===== config.mk =====
export PLATFORM = sky130hd
export DESIGN_NAME = input_debounce
export DESIGN_NICKNAME = d
export VERILOG_FILES = /design/src/rtl/input_debounce_pkg.sv /design/src/rtl/input_debounce_channel.sv /design/src/rtl/input_debounce.sv
export SDC_FILE = /design/constraint.sdc
export NUM_CORES = 1
export LEC_CHECK = 0
export ABC_AREA = 1
export BUFFER_PORTS_ARGS = -buffer_cell sky130_fd_sc_hd__buf_2
export CAP_MARGIN = 30
export CORE_ASPECT_RATIO = 1.2
export CORE_MARGIN = 2
export CORE_UTILIZATION = 40
export CTS_CLUSTER_SIZE = 30
export DETAILED_ROUTE_END_ITERATION = 8
export HOLD_SLACK_MARGIN = 0.15
export SLEW_MARGIN = 20
export SYNTH_ARGS = -nofsm -noshare
export SYNTH_HDL_FRONTEND = slang
export SYNTH_SLANG_ARGS = --single-unit

===== constraint.sdc =====
create_clock -name CLK -period 1.5 [get_ports CLK]
set_clock_uncertainty 0.15 [all_clocks]
set_input_delay 0.225 -clock CLK [delete_from_list [all_inputs] [get_ports CLK]]
set_output_delay 0.225 -clock CLK [all_outputs]
set_load 0.005 [all_outputs]

===== src/rtl/input_debounce_pkg.sv =====
// Shared constants and sizing helpers for the input debouncer.
package input_debounce_pkg;

   localparam int TICK_HZ = 1000;

   function automatic int tick_div(input int clk_hz);
      return clk_hz / TICK_HZ;
   endfunction

   // Counter must hold 0..ms-1; ms+1 keeps a 1-bit minimum for ms = 1.
   function automatic int cnt_width(input int ms);
      return (ms < 1) ? 1 : $clog2(ms + 1);
   endfunction

endpackage


===== src/rtl/input_debounce_channel.sv =====
// One debounce channel: 2-flop synchroniser, tick-counted hold filter, optional edge pulses.
// Latency 2 + DEBOUNCE_MS ticks worst case; no backpressure, outputs registered.
module debounce_channel
   import input_debounce_pkg::*;
#(
   parameter int DEBOUNCE_MS = 10
) (
   input  logic CLK,
   input  logic RST_N,
   input  logic din,
   input  logic tick,
   output logic dout,
   output logic rise,
   output logic fall
);

   localparam int CW = cnt_width(DEBOUNCE_MS);

   logic          meta;
   logic          s;
   logic [CW-1:0] cnt;
   logic          accept;

   always_ff @(posedge CLK or negedge RST_N) begin
      if (!RST_N) begin
         meta <= 1'b0;
         s    <= 1'b0;
      end else begin
         meta <= din;
         s    <= meta;
      end
   end

   assign accept = (s != dout) && tick && (cnt == CW'(DEBOUNCE_MS - 1));

   // Any cycle where s agrees with dout cancels a pending change.
   always_ff @(posedge CLK or negedge RST_N) begin
      if (!RST_N) begin
         cnt  <= '0;
         dout <= 1'b0;
      end else if (s == dout) begin
         cnt <= '0;
      end else if (accept) begin
         cnt  <= '0;
         dout <= s;
      end else if (tick) begin
         cnt <= cnt + CW'(1);
      end
   end

`ifdef INPUT_DEBOUNCE_EDGE_EN
   always_ff @(posedge CLK or negedge RST_N) begin
      if (!RST_N) begin
         rise <= 1'b0;
         fall <= 1'b0;
      end else begin
         rise <= accept & s;
         fall <= accept & ~s;
      end
   end
`else
   assign rise = 1'b0;
   assign fall = 1'b0;
`endif

endmodule


===== src/rtl/input_debounce.sv =====
// N-channel input debouncer with a shared 1 ms prescaler; RISE/FALL built only with INPUT_DEBOUNCE_EDGE_EN.
// Latency 2 + (DEBOUNCE_MS-1)*TICK_DIV + 1 .. 2 + DEBOUNCE_MS*TICK_DIV edges; no backpressure.
module input_debounce
   import input_debounce_pkg::*;
#(
   parameter int N           = 20,
   parameter int CLK_HZ      = 10_000_000,
   parameter int DEBOUNCE_MS = 10
) (
   input  logic         CLK,
   input  logic         RST_N,
   input  logic [N-1:0] DIN,
   output logic [N-1:0] DOUT,
   output logic [N-1:0] RISE,
   output logic [N-1:0] FALL
);

   localparam int TICK_DIV = tick_div(CLK_HZ);
   localparam int PW       = $clog2(TICK_DIV);

   logic [PW-1:0] presc;
   logic          tick;

   assign tick = (presc == PW'(TICK_DIV - 1));

   always_ff @(posedge CLK or negedge RST_N) begin
      if (!RST_N) begin
         presc <= '0;
      end else if (tick) begin
         presc <= '0;
      end else begin
         presc <= presc + PW'(1);
      end
   end

   for (genvar g = 0; g < N; g++) begin : g_ch
      debounce_channel #(
         .DEBOUNCE_MS (DEBOUNCE_MS)
      ) u_ch (
         .CLK   (CLK),
         .RST_N (RST_N),
         .din   (DIN[g]),
         .tick  (tick),
         .dout  (DOUT[g]),
         .rise  (RISE[g]),
         .fall  (FALL[g])
      );
   end

endmodule


==> results of run 1 <==
-- timing repair --
action | in CTS | in global routing
gates resized for setup | 40 | 28
pin swaps | 7 | 3
setup endpoints to repair | 105 | 110
buffers inserted | 4 | 0
hold buffers | 21 | 0
cloned | 0 | 1
hold endpoints to repair | 174 | 0
-- sequential cells by signal, summed over array words and instances (netlist names) --
signal and count:
g_ch.u_ch.meta 20, g_ch.u_ch.s 20, presc 14, g_ch.u_ch.cnt 80, g_ch.u_ch.dout 20
-- power by group through the flow --
stage	combinational [mW]	clock, mW	sequential, mW
after global routing	0.347	4.63	4.24
after detailed placement	0.258	0	4.31
after CTS	0.307	4.46	4.24
after floorplan	0.147	0	4.31
after global placement	0.257	0	4.31
final	0.304	4.33	4.24
-- area by class of cell --
| cell class | count | area (sq um) |
|---|---|---|
| clock buffer | 20 | 446.7 |
| clock inverter | 11 | 147.6 |
| fill | 1782 | 9584 |
| inverter | 66 | 252.7 |
| multi-input combinational | 668 | 3682 |
| sequential | 154 | 3854 |
| tap | 261 | 326.6 |
| timing repair buffer | 149 | 1255 |
-- kinds of logic (layout without fill, tap and decap cells) --
family                   Yosys count  count (layout)
other                              1              40
AO/OA/AOI/OAI                     62              62
AND/OR/NAND/NOR                  485             485
buffers and inverters            146             246
adder cells (fa/ha/maj)           41              41
XOR/XNOR                          40              40
flip-flops                       154             154
-- routing by layer --
layer / GRT usage (%) / vias to the layer above
li1: - / 3187
met1: 20.29 / 2894
met2: 26.26 / 104
met3: 3.416 / 20
met4: 6.012 / 0
met5: 0 / -
-- path summary, 6_finish.rpt --
check                                             from                              end  slack [ns]  depth (start not counted)
setup / recovery                    presc[1]$_DFF_PN0_  g_ch[8].u_ch.cnt[1]$_DFFE_PN0P_       -0.12                          6
hold / removal                                   RST_N   g_ch[15].u_ch.dout$_DFFE_PN0P_        0.16                          2
setup reg to reg                    presc[1]$_DFF_PN0_  g_ch[8].u_ch.cnt[1]$_DFFE_PN0P_       -0.12                          6
hold reg to reg            g_ch[1].u_ch.meta$_DFF_PN0_         g_ch[1].u_ch.s$_DFF_PN0_        0.19                          0
max in group asynchronous                        RST_N   g_ch[18].u_ch.dout$_DFFE_PN0P_        0.45                          3
min in group CLK           g_ch[1].u_ch.meta$_DFF_PN0_         g_ch[1].u_ch.s$_DFF_PN0_        0.19                          0
-- placed cells by master (no fill, tap or decap), types with 13 or more instances in the layout --
cell           count
nor2_1            80
buf_4             66
dlygate4sd3_1     21
nand2_1          182
nand3_1          168
nand3_2           26
conb_1            40
a21oi_1           28
xor2_1            37
dfrtp_1          154
o21ai_0           18
clkbuf_16         18
inv_1             64
buf_2             40
o21ai_1           13
ha_1              40
-- metrics by stage --
| stage | instances | TNS [ns] | power, mW | hold slack (ns) |
|---|---|---|---|---|
| 2_1_floorplan | 968 | -0.9925 | 4.453 | -0.2206 |
| 4_1_cts | 1328 | -6.207 | 9.005 | 0.1701 |
| 5_1_grt | 1329 | -17.42 | 9.215 | 0.1987 |
| 3_3_place_gp | 1272 | -8.069 | 4.569 | 0.03971 |
| 6_report | 1329 | -6.007 | 8.870 | 0.1605 |
| 3_5_place_dp | 1272 | -9.711 | 4.570 | 0.04418 |
==> out/qor.txt, run 1 <==
WORST SETUP PATH
------------------------------------------------------------------------------------
Crit-path max FO                                                                  11
Crit path arrival time                                                       1.80 ns
Critical path's top delay family                                        simple AND/OR/NAND/NOR gates
Kind of critical path                                                        reg2reg
Required time at the endpoint of the critical path                           1.69 ns
Longest individual stage delay on the worst path                             0.39 ns
Type of element capturing the critical path                                flip-flop
Startpoint type of the worst setup path                                    flip-flop
Worst path cell trace                                                   ha_4 > nand3_4 > nor2_4 > buf_4 > nand3_1 > o21ai_0
Buf/Inv on CP                                                                      1
Critical-path cell with the highest stage delay                              dfrtp_1

DETAILED ROUTING
------------------------------------------------------------------------------------
DR WL met2                                                              7793 microns
Max layer used                                                                  met4
Via count                                                                       6205
Via density                                                                    4.669
Iter 0 DRT Violations                                                            337
Total length of routed wires                                            15920 microns
Met3 routed wirelength                                                   540 microns
Post-route antenna net violation count                                             0
Wl on met1                                                              7314 microns
Pre-antenna DRT Iters                                                              5
Remaining routing DRC violations                                                   0
Routed len/inst                                                         11.98 microns

SYNTH
------------------------------------------------------------------------------------
Simple-Gate Fraction of Synth Area                                            26.70%
Dominant combinational cell family by area after synthesis              simple AND/OR/NAND/NOR gates
Most numerous cell in the Yosys netlist                                      nand3_1
Proportion of synthesized flip-flops having asynchronous set or reset         100.0%
Cell count after synthesis                                                       929
Number of library cell types mapped by synthesis                                  25
Fraction of the mapped netlist area in compound gates                         3.887%
FF+latch count, synth                                                            154
Syn avg cell area                                                        8.594 sq um
Cell taking the most area after synthesis                                    dfrtp_1
Portion of synthesized cell area occupied by the leading cell type            48.27%
Ranking of synthesized cells by instance count                          nand3_1, nand2_1, dfrtp_1
Most used flip-flop cell after synthesis                                     dfrtp_1
Largest cells by area after synthesis                                   dfrtp_1, nand3_1, nand2_1, ha_1, buf_4
Fraction of synthesized area in multiplexers                                      0%
Count of flip-flops with a built-in enable after synthesis                         0
Sequential element share of the synthesized area                              48.27%
Number of warnings printed during yosys synthesis                                  0
Post-synthesis xor/xnor area fraction                                         4.388%
Adder-cell share of the synthesized area                                      6.425%
Cell area after synthesis                                                 7984 sq um

HOLD PATH
------------------------------------------------------------------------------------
Path category of the worst min-delay check                                  in2async

PLACEMENT
------------------------------------------------------------------------------------
GPL Wtd Cong                                                                  0.7998
PortBufs                                                                          41
Cell Area, Placed                                                         8865 sq um
Post-place setup slack                                                    -0.1829 ns
Hpwl dp                                                                 10660 microns

CTS
------------------------------------------------------------------------------------
Clock tree from TritonCTS                                                       done
Number of levels the H-tree was split into                                         4
Skew-Pair Late Insertion Delay                                               0.42 ns
Maximum buffer depth of the clock tree                                             2
Clock Sink Count                                                                 154
Clock-pin slew on the worst setup and hold paths                             0.06 ns
Library cell used as clock root buffer                                     clkbuf_16
Number of buffers created by CTS                                                  17

STA
------------------------------------------------------------------------------------
Peak Freq                                                                  618.7 MHz
Share of the cycle needed by the critical path after routing                  107.8%
Final Hold Violating Endpoints                                                     0
Setup violations, final                                                          100
Final setup slack of the worst path                                       -0.1163 ns
Shortest clock period the worst path allows after layout                    1.616 ns
Slew Limit Fails                                                                   0
Worst slew pin tran                                                        0.5972 ns
Slew headroom                                                                 60.05%
RSZ-0062 raised after global routing                                             yes

FINAL LAYOUT
------------------------------------------------------------------------------------
Area growth from synthesis to layout                                          24.81%
Share of post-route cells with drive strength above 1                         19.76%
Post-layout util                                                              50.97%
Design area                                                               9965 sq um
Net count, final                                                                1119
Count of antenna diodes in the layout                                              0

GLOBAL ROUTING
------------------------------------------------------------------------------------
Global-route wire length before repair                                  27480 microns
Pin count of the biggest net entering global routing                              43
Via count of the first global-routing pass                                      5998
Global routing usage summed across all routing layers                         15.86%
Number of antenna violations at the first check in global routing                  0
Overflow after GRT                                                                 0

POWER
------------------------------------------------------------------------------------
VDD IR max                                                                 0.7797 mV
Seq pwr share                                                                  47.8%
Net switching component of the power                                        1.898 mW
Internal power contribution                                                 6.972 mW
Clock share of power                                                           48.8%
Power density cells                                                     890.2 nW/um^2
Leakage dissipation                                                         5.168 nW
Fraction of power spent switching nets                                        21.39%
Combinational cell fraction of total power                                      3.4%

RUN STATUS
------------------------------------------------------------------------------------
Failing checks                                                          negative setup slack
Run status                                                              finished with violations

FLOORPLANNING
------------------------------------------------------------------------------------
Die H                                                                   158.8 microns
Chip Width                                                              133.0 microns
Starting Density                                                              40.84%
Die area                                                                 21110 sq um
Boundary Pins                                                                     82
Area of the core region                                                  19550 sq um
Row count                                                                         56

RUN
------------------------------------------------------------------------------------
MaxCap Viol Count                                                                  0

Note: power is estimated with default switching activity, not from simulation.
==> run 2: changes to the inputs <==
--- a/config.mk
+++ b/config.mk
@@ -8,7 +8,6 @@
 export ABC_AREA = 1
 export BUFFER_PORTS_ARGS = -buffer_cell sky130_fd_sc_hd__buf_2
 export CAP_MARGIN = 30
-export CORE_ASPECT_RATIO = 1.2
 export CORE_MARGIN = 2
 export CORE_UTILIZATION = 40
 export CTS_CLUSTER_SIZE = 30
==> out/qor.txt, run 2 (synthesized netlist as in run 1, its figures left out) <==
GLOBAL ROUTING
-------------------------------------------------------------------------------------
Overflow after GRT                                                                  0
Via count of the first global-routing pass                                       5894
Global-route wire length before repair                                   27610 microns
Number of antenna violations at the first check in global routing                   0
Pin count of the biggest net entering global routing                               54
Global routing usage summed across all routing layers                          15.70%

WORST SETUP PATH
-------------------------------------------------------------------------------------
Slack of the worst reg-to-reg path                                           -0.09 ns
Worst path cell trace                                                    ha_4 > nand3_4 > nor2_4 > nand2_4 > clkinv_2 > buf_12 > nand3_1 > nand2_1
Longest individual stage delay on the worst path                              0.41 ns
Type of element capturing the critical path                                 flip-flop
Kind of critical path                                                         reg2reg
Critical-path cell with the highest stage delay                               dfrtp_1
Critical path's top delay family                                           flip-flops
Startpoint type of the worst setup path                                     flip-flop
Required time at the endpoint of the critical path                            1.66 ns
Buf/Inv on CP                                                                       2
Crit path arrival time                                                        1.75 ns
Crit-path max FO                                                                   21

CTS
-------------------------------------------------------------------------------------
Maximum buffer depth of the clock tree                                              2
Number of levels the H-tree was split into                                          4
Clock Sink Count                                                                  154
Number of buffers created by CTS                                                   17
Clock tree from TritonCTS                                                        done
Clock-pin slew on the worst setup and hold paths                              0.06 ns
Skew-Pair Late Insertion Delay                                                0.42 ns
Library cell used as clock root buffer                                      clkbuf_16

DETAILED ROUTING
-------------------------------------------------------------------------------------
Total length of routed wires                                             16100 microns
Iter 0 DRT Violations                                                             297
Remaining routing DRC violations                                                    0
Via count                                                                        6304
Pre-antenna DRT Iters                                                               5
Via density                                                                     4.761
Post-route antenna net violation count                                              0
Routed len/inst                                                          12.16 microns

RUN STATUS
-------------------------------------------------------------------------------------
Run status                                                               finished with violations
Failing checks                                                           negative setup slack

STA
-------------------------------------------------------------------------------------
Final Hold Violating Endpoints                                                      0
Setup violations, final                                                           100
Peak Freq                                                                   627.7 MHz
RSZ-0062 raised after global routing                                              yes
Final setup slack of the worst path                                       -0.09306 ns
Slew headroom                                                                  55.04%
Slew Limit Fails                                                                    0
Worst slew pin tran                                                         0.6722 ns
Share of the cycle needed by the critical path after routing                   106.2%
Shortest clock period the worst path allows after layout                     1.593 ns

FLOORPLANNING
-------------------------------------------------------------------------------------
Row count                                                                          51
Die H                                                                    145.3 microns
Chip Width                                                               145.3 microns
Area of the core region                                                   19530 sq um
Boundary Pins                                                                      82
Die area                                                                  21110 sq um
Starting Density                                                               40.89%

POWER
-------------------------------------------------------------------------------------
Leakage dissipation                                                          5.153 nW
Power after layout                                                           8.858 mW
VDD IR max                                                                  0.7368 mV
Seq pwr share                                                                   47.8%
Combinational cell fraction of total power                                       3.4%
Fraction of power spent switching nets                                         22.33%
Internal power contribution                                                  6.880 mW
Power density cells                                                      890.9 nW/um^2
Net switching component of the power                                         1.978 mW
Clock share of power                                                            48.8%

FINAL LAYOUT
-------------------------------------------------------------------------------------
Design area                                                                9943 sq um
Area growth from synthesis to layout                                           24.54%
Most frequent standard cell in the layout excluding fill and tap cells        nand2_1
Net count, final                                                                 1109
Count of antenna diodes in the layout                                               0
Number of filler cells placed in the layout                                      1825
Largest register FFs                                                               80
Commonest cells after routing, fill and taps aside                       nand2_1, nand3_1, dfrtp_1, nor2_1, inv_1
Reg with most FFs                                                        g_ch.u_ch.cnt
Share of post-route cells with drive strength above 1                          19.26%

PLACEMENT
-------------------------------------------------------------------------------------
Cell Area, Placed                                                          8760 sq um
PortBufs                                                                           41
Hpwl dp                                                                  10580 microns
GPL Wtd Cong                                                                   0.8324

HOLD PATH
-------------------------------------------------------------------------------------
Path category of the worst min-delay check                                    reg2reg

RUN
-------------------------------------------------------------------------------------
MaxCap Viol Count                                                                   0

==> run 2: per-layer routing <==
| metal | track usage, % | share of wire (%) | up-vias |
|---|---|---|---|
| met2 | 25.62 | 48 | 75 |
| li1 | - | - | 3169 |
| met1 | 21.11 | 48 | 3047 |
| met3 | 3.365 | 2.9 | 13 |
| met5 | 0 | 0 | - |
| met4 | 4.559 | 0.88 | 0 |
==> run 2: per-stage QoR <==
stage	TNS, ns	hold slack [ns]	worst slack (ns)	util, %	instances
global route	-16.62	0.2055	-0.2111	50.92	1324
floorplan	-0.9925	-0.2206	-0.01870	-	968
detailed placement	-8.915	-0.06660	-0.1348	44.86	1263
CTS	-6.747	0.1995	-0.1016	50.08	1321
finish	-6.287	0.1956	-0.09306	50.92	1324
global placement	-8.339	-0.06682	-0.1238	44.86	1263
==> run 2: path summary, 6_finish.rpt <==
| kind | start | cells past startpoint | to |
|---|---|---|---|
| worst max-delay path | presc[0]$_DFF_PN0_ | 8 | g_ch[16].u_ch.cnt[1]$_DFFE_PN0P_ |
| worst min-delay path | g_ch[8].u_ch.meta$_DFF_PN0_ | 0 | g_ch[8].u_ch.s$_DFF_PN0_ |
| worst max register to register | presc[0]$_DFF_PN0_ | 8 | g_ch[16].u_ch.cnt[1]$_DFFE_PN0P_ |
| worst min register to register | g_ch[8].u_ch.meta$_DFF_PN0_ | 0 | g_ch[8].u_ch.s$_DFF_PN0_ |
| max in group asynchronous | RST_N | 4 | presc[2]$_DFF_PN0_ |
| min in group asynchronous | RST_N | 3 | g_ch[6].u_ch.cnt[3]$_DFFE_PN0P_ |
==> run 2: power by group through the flow <==
stage	registers [mW]	clock network (mW)	logic, mW
final	4.24	4.32	0.303
after global routing	4.24	4.65	0.343
after CTS	4.24	4.43	0.292
after detailed placement	4.31	0	0.239
after global placement	4.31	0	0.239
after floorplan	4.31	0	0.147
==> run 2: worst reg2reg max path: stages (launching register included) <==
cell and delay, ns:
dfrtp_1 0.41, ha_4 0.18, nand3_4 0.09, nor2_4 0.05
nand2_4 0.14, clkinv_2 0.15, buf_12 0.18, nand3_1 0.07
nand2_1 0.06
==> run 2: final cells by class <==
cell class                      count  area, sq um  share of cell area [%]
Clock buffer                       20        456.7                   4.593
Clock inverter                     12        141.4                   1.422
Inverter                           66        249.0                   2.504
Multi-Input combinational cell    668         3687                   37.08
Sequential cell                   154         3854                   38.76
Tap cell                          265        331.6                   3.335
Timing Repair Buffer              139         1224                   12.31
==> run 2: repair_timing <==
| item | 4_1_cts | 5_1_grt |
|---|---|---|
| buffers inserted | 3 | 2 |
| hold buffers | 22 | 0 |
| pin swaps | 9 | 10 |
| gates cloned | 1 | 1 |
| gates resized for setup | 36 | 40 |
| endpoints found under the hold margin | 174 | 0 |
| endpoints found under the setup margin | 106 | 164 |
==> run 3: changes to the inputs <==
--- a/config.mk
+++ b/config.mk
@@ -16,4 +16,5 @@
 export SLEW_MARGIN = 20
 export SYNTH_ARGS = -nofsm -noshare
 export SYNTH_HDL_FRONTEND = slang
+export SYNTH_HIERARCHICAL = 1
 export SYNTH_SLANG_ARGS = --single-unit
==> out/qor.txt, run 3 <==
RUN
-------------------------------------------------------------------------------------
MaxCap Viol Count                                                                   0

FINAL LAYOUT
-------------------------------------------------------------------------------------
Commonest cells after routing, fill and taps aside                       nand2_1, dfrtp_1, inv_1, ha_1
Share of post-route cells with drive strength above 1                          20.63%
Count of antenna diodes in the layout                                               0
Most frequent standard cell in the layout excluding fill and tap cells        nand2_1
Largest register FFs                                                               80
Reg with most FFs                                                        g_ch.u_ch/cnt
Net count, final                                                                 1190
Area growth from synthesis to layout                                           21.36%

CTS
-------------------------------------------------------------------------------------
Clock tree from TritonCTS                                                        done
Clock-pin slew on the worst setup and hold paths                              0.06 ns
Number of buffers added to fix hold violations after cts                           22
Maximum buffer depth of the clock tree                                              2
Number of levels the H-tree was split into                                          4
Number of buffers created by CTS                                                   17
Skew-Pair Late Insertion Delay                                                0.42 ns
Library cell used as clock root buffer                                      clkbuf_16
Clock Sink Count                                                                  154

DETAILED ROUTING
-------------------------------------------------------------------------------------
Iter 0 DRT Violations                                                             240
Via density                                                                     4.356
Pre-antenna DRT Iters                                                               4
Total length of routed wires                                             14160 microns
Post-route antenna net violation count                                              0
Routed len/inst                                                          10.05 microns
Remaining routing DRC violations                                                    0
Via count                                                                        6137

WORST SETUP PATH
-------------------------------------------------------------------------------------
Crit-path max FO                                                                   23
Crit path arrival time                                                        2.05 ns
Endpoint of the worst-slack reg-to-reg timing path                       g_ch[11].u_ch/cnt[2]$_DFFE_PN0P_
Slack of the worst reg-to-reg path                                           -0.34 ns
Depth of the worst register-to-register path                                       12
Kind of critical path                                                         reg2reg
Startpoint type of the worst setup path                                     flip-flop
Required time at the endpoint of the critical path                            1.71 ns
Type of element capturing the critical path                                 flip-flop
FF-to-FF Start                                                           presc[1]$_DFF_PN0_

POWER
-------------------------------------------------------------------------------------
Combinational cell fraction of total power                                       3.7%
Leakage dissipation                                                          5.328 nW
Power density cells                                                      872.7 nW/um^2
VDD IR max                                                                  0.6227 mV
Fraction of power spent switching nets                                         22.12%
Clock share of power                                                            47.9%
Seq pwr share                                                                   48.4%
Internal power contribution                                                  6.807 mW
Power after layout                                                           8.741 mW
Net switching component of the power                                         1.934 mW

HOLD PATH
-------------------------------------------------------------------------------------
Path category of the worst min-delay check                                   in2async

SYNTH
-------------------------------------------------------------------------------------
Ranking of synthesized cells by instance count                           nand2_1, dfrtp_1, inv_1
Most numerous cell in the Yosys netlist                                       nand2_1
Syn avg cell area                                                         8.075 sq um
Number of library cell types mapped by synthesis                                   20
Sequential element share of the synthesized area                               46.69%
Cell count after synthesis                                                       1022
Cell area after synthesis                                                  8253 sq um
Largest cells by area after synthesis                                    dfrtp_1, nand2_1, ha_1, inv_1, nor2_2
Portion of synthesized cell area occupied by the leading cell type             46.69%
Cell taking the most area after synthesis                                     dfrtp_1
Number of warnings printed during yosys synthesis                                   6
Most used flip-flop cell after synthesis                                      dfrtp_1
Count of flip-flops with a built-in enable after synthesis                          0
Proportion of synthesized flip-flops having asynchronous set or reset          100.0%
FF+latch count, synth                                                             154

GLOBAL ROUTING
-------------------------------------------------------------------------------------
Global-route wire length before repair                                   25470 microns
Pin count of the biggest net entering global routing                               35
Global routing usage summed across all routing layers                          14.10%
Overflow after GRT                                                                  0
Via count of the first global-routing pass                                       5924
Number of antenna violations at the first check in global routing                   0

PLACEMENT
-------------------------------------------------------------------------------------
GPL Wtd Cong                                                                   0.8206
Hpwl dp                                                                  9670 microns
PortBufs                                                                           41

STA
-------------------------------------------------------------------------------------
Final setup slack of the worst path                                        -0.3407 ns
Share of the cycle needed by the critical path after routing                   122.7%
RSZ-0062 raised after global routing                                              yes
Shortest clock period the worst path allows after layout                     1.841 ns
Hold Worst Slack                                                           0.08087 ns
Slew Limit Fails                                                                    0
Setup violations, final                                                           109
Peak Freq                                                                   543.3 MHz
Final Hold Violating Endpoints                                                      0

FLOORPLANNING
-------------------------------------------------------------------------------------
Die H                                                                    147.6 microns
Row count                                                                          52
Boundary Pins                                                                      82
Area of the core region                                                   20230 sq um
Die area                                                                  21800 sq um
Starting Density                                                               40.79%
Chip Width                                                               147.6 microns

RUN STATUS
-------------------------------------------------------------------------------------
Run status                                                               finished with violations
Failing checks                                                           negative setup slack

==> run 3: cell types whose count changed after synthesis, sizes merged, moves of 3 or more <==
cell   previous run  this run
conb              1        20
nor2             90        87
or2               6         0
nand4             4        23
xor2             37        26
inv              65       133
buf              78        40
nand3           195        48
a21oi            29         1
o21ai            33        20
nand2           186       426
==> run 3: cells by family after synthesis <==
kind of cell | count (synthesis) | synth area share (%)
other cells | 20 | 0.9096
simple gates | 585 | 32.20
compound gates | 21 | 1.273
fa+ha+maj | 42 | 6.367
buf+inv | 173 | 9.688
flops | 154 | 46.70
xor+xnor | 27 | 2.865
==> run 3: worst max-delay path by stage <==
stage | slack [ns] | cells after the start | end | start
3_5_place_dp | -0.40 | 12 | g_ch[11].u_ch/cnt[2]$_DFFE_PN0P_ | presc[0]$_DFF_PN0_
2_1_floorplan | -1.05 | 10 | g_ch[10].u_ch/cnt[0]$_DFFE_PN0P_ | presc[0]$_DFF_PN0_
6_report | -0.34 | 12 | g_ch[11].u_ch/cnt[2]$_DFFE_PN0P_ | presc[1]$_DFF_PN0_
5_1_grt | -0.48 | 12 | g_ch[14].u_ch/cnt[1]$_DFFE_PN0P_ | presc[1]$_DFF_PN0_
4_1_cts | -0.35 | 13 | g_ch[2].u_ch/cnt[3]$_DFFE_PN0P_ | presc[0]$_DFF_PN0_
3_3_place_gp | -0.37 | 12 | g_ch[5].u_ch/cnt[0]$_DFFE_PN0P_ | presc[0]$_DFF_PN0_
==> run 3: final cells by class <==
| cell class | instances | area (sq um) |
|---|---|---|
| fillers | 1939 | 10220 |
| multi-input cells | 715 | 3875 |
| flip-flops and latches | 154 | 3854 |
| repair buffers | 105 | 875.8 |
| inverters | 133 | 503.0 |
| clock buffers | 20 | 446.7 |
| well taps | 270 | 337.8 |
| clock inverters | 12 | 123.9 |
==> run 3: worst max-delay path: stages, from the launching register on <==
cell and delay [ns]:
dfrtp_1 0.38, ha_2 0.19, nand2_2 0.08, inv_2 0.04
nand2_1 0.04, nor2_1 0.04, nand2_2 0.09, clkinvlp_4 0.16
buf_12 0.20, buf_4 0.15, nor2_4 0.10, nand2_1 0.07
nand2_1 0.07
==> run 3: power groups by stage <==
stage / combinational [mW] / sequential [mW] / clock (mW)
after floorplan: 0.192 / 4.30 / 0
after global placement: 0.279 / 4.31 / 0
after detailed placement: 0.279 / 4.31 / 0
after CTS: 0.334 / 4.23 / 4.35
after global routing: 0.374 / 4.23 / 4.50
final: 0.321 / 4.23 / 4.19
==> run 3: metal layers <==
metal,vias up,GRT usage [%],wire [microns]
li1,3218,-,-
met1,2832,17.51,6704
met2,67,24.09,6834
met3,20,3.457,427
met4,0,4.760,189
met5,-,0,0
==> run 3: metrics by stage <==
stage,std cells,setup slack [ns],area [sq um],utilization [%],TNS [ns]
2_1_floorplan,1042,-1.052,8339,-,-103.44
3_3_place_gp,1348,-0.3749,8926,44.11,-31.99
3_5_place_dp,1348,-0.4017,8926,44.11,-31.50
4_1_cts,1407,-0.3523,9916,49.00,-33.97
5_1_grt,1409,-0.4785,10020,49.50,-44.99
6_report,1409,-0.3407,10020,49.50,-30.11
==> run 3: repair_timing <==
action,CTS,global route
hold endpoints to repair,174,15
setup buffers,5,2
gates resized for setup,34,16
pin swaps,8,11
cloned,0,1
endpoints found under the setup margin,106,124
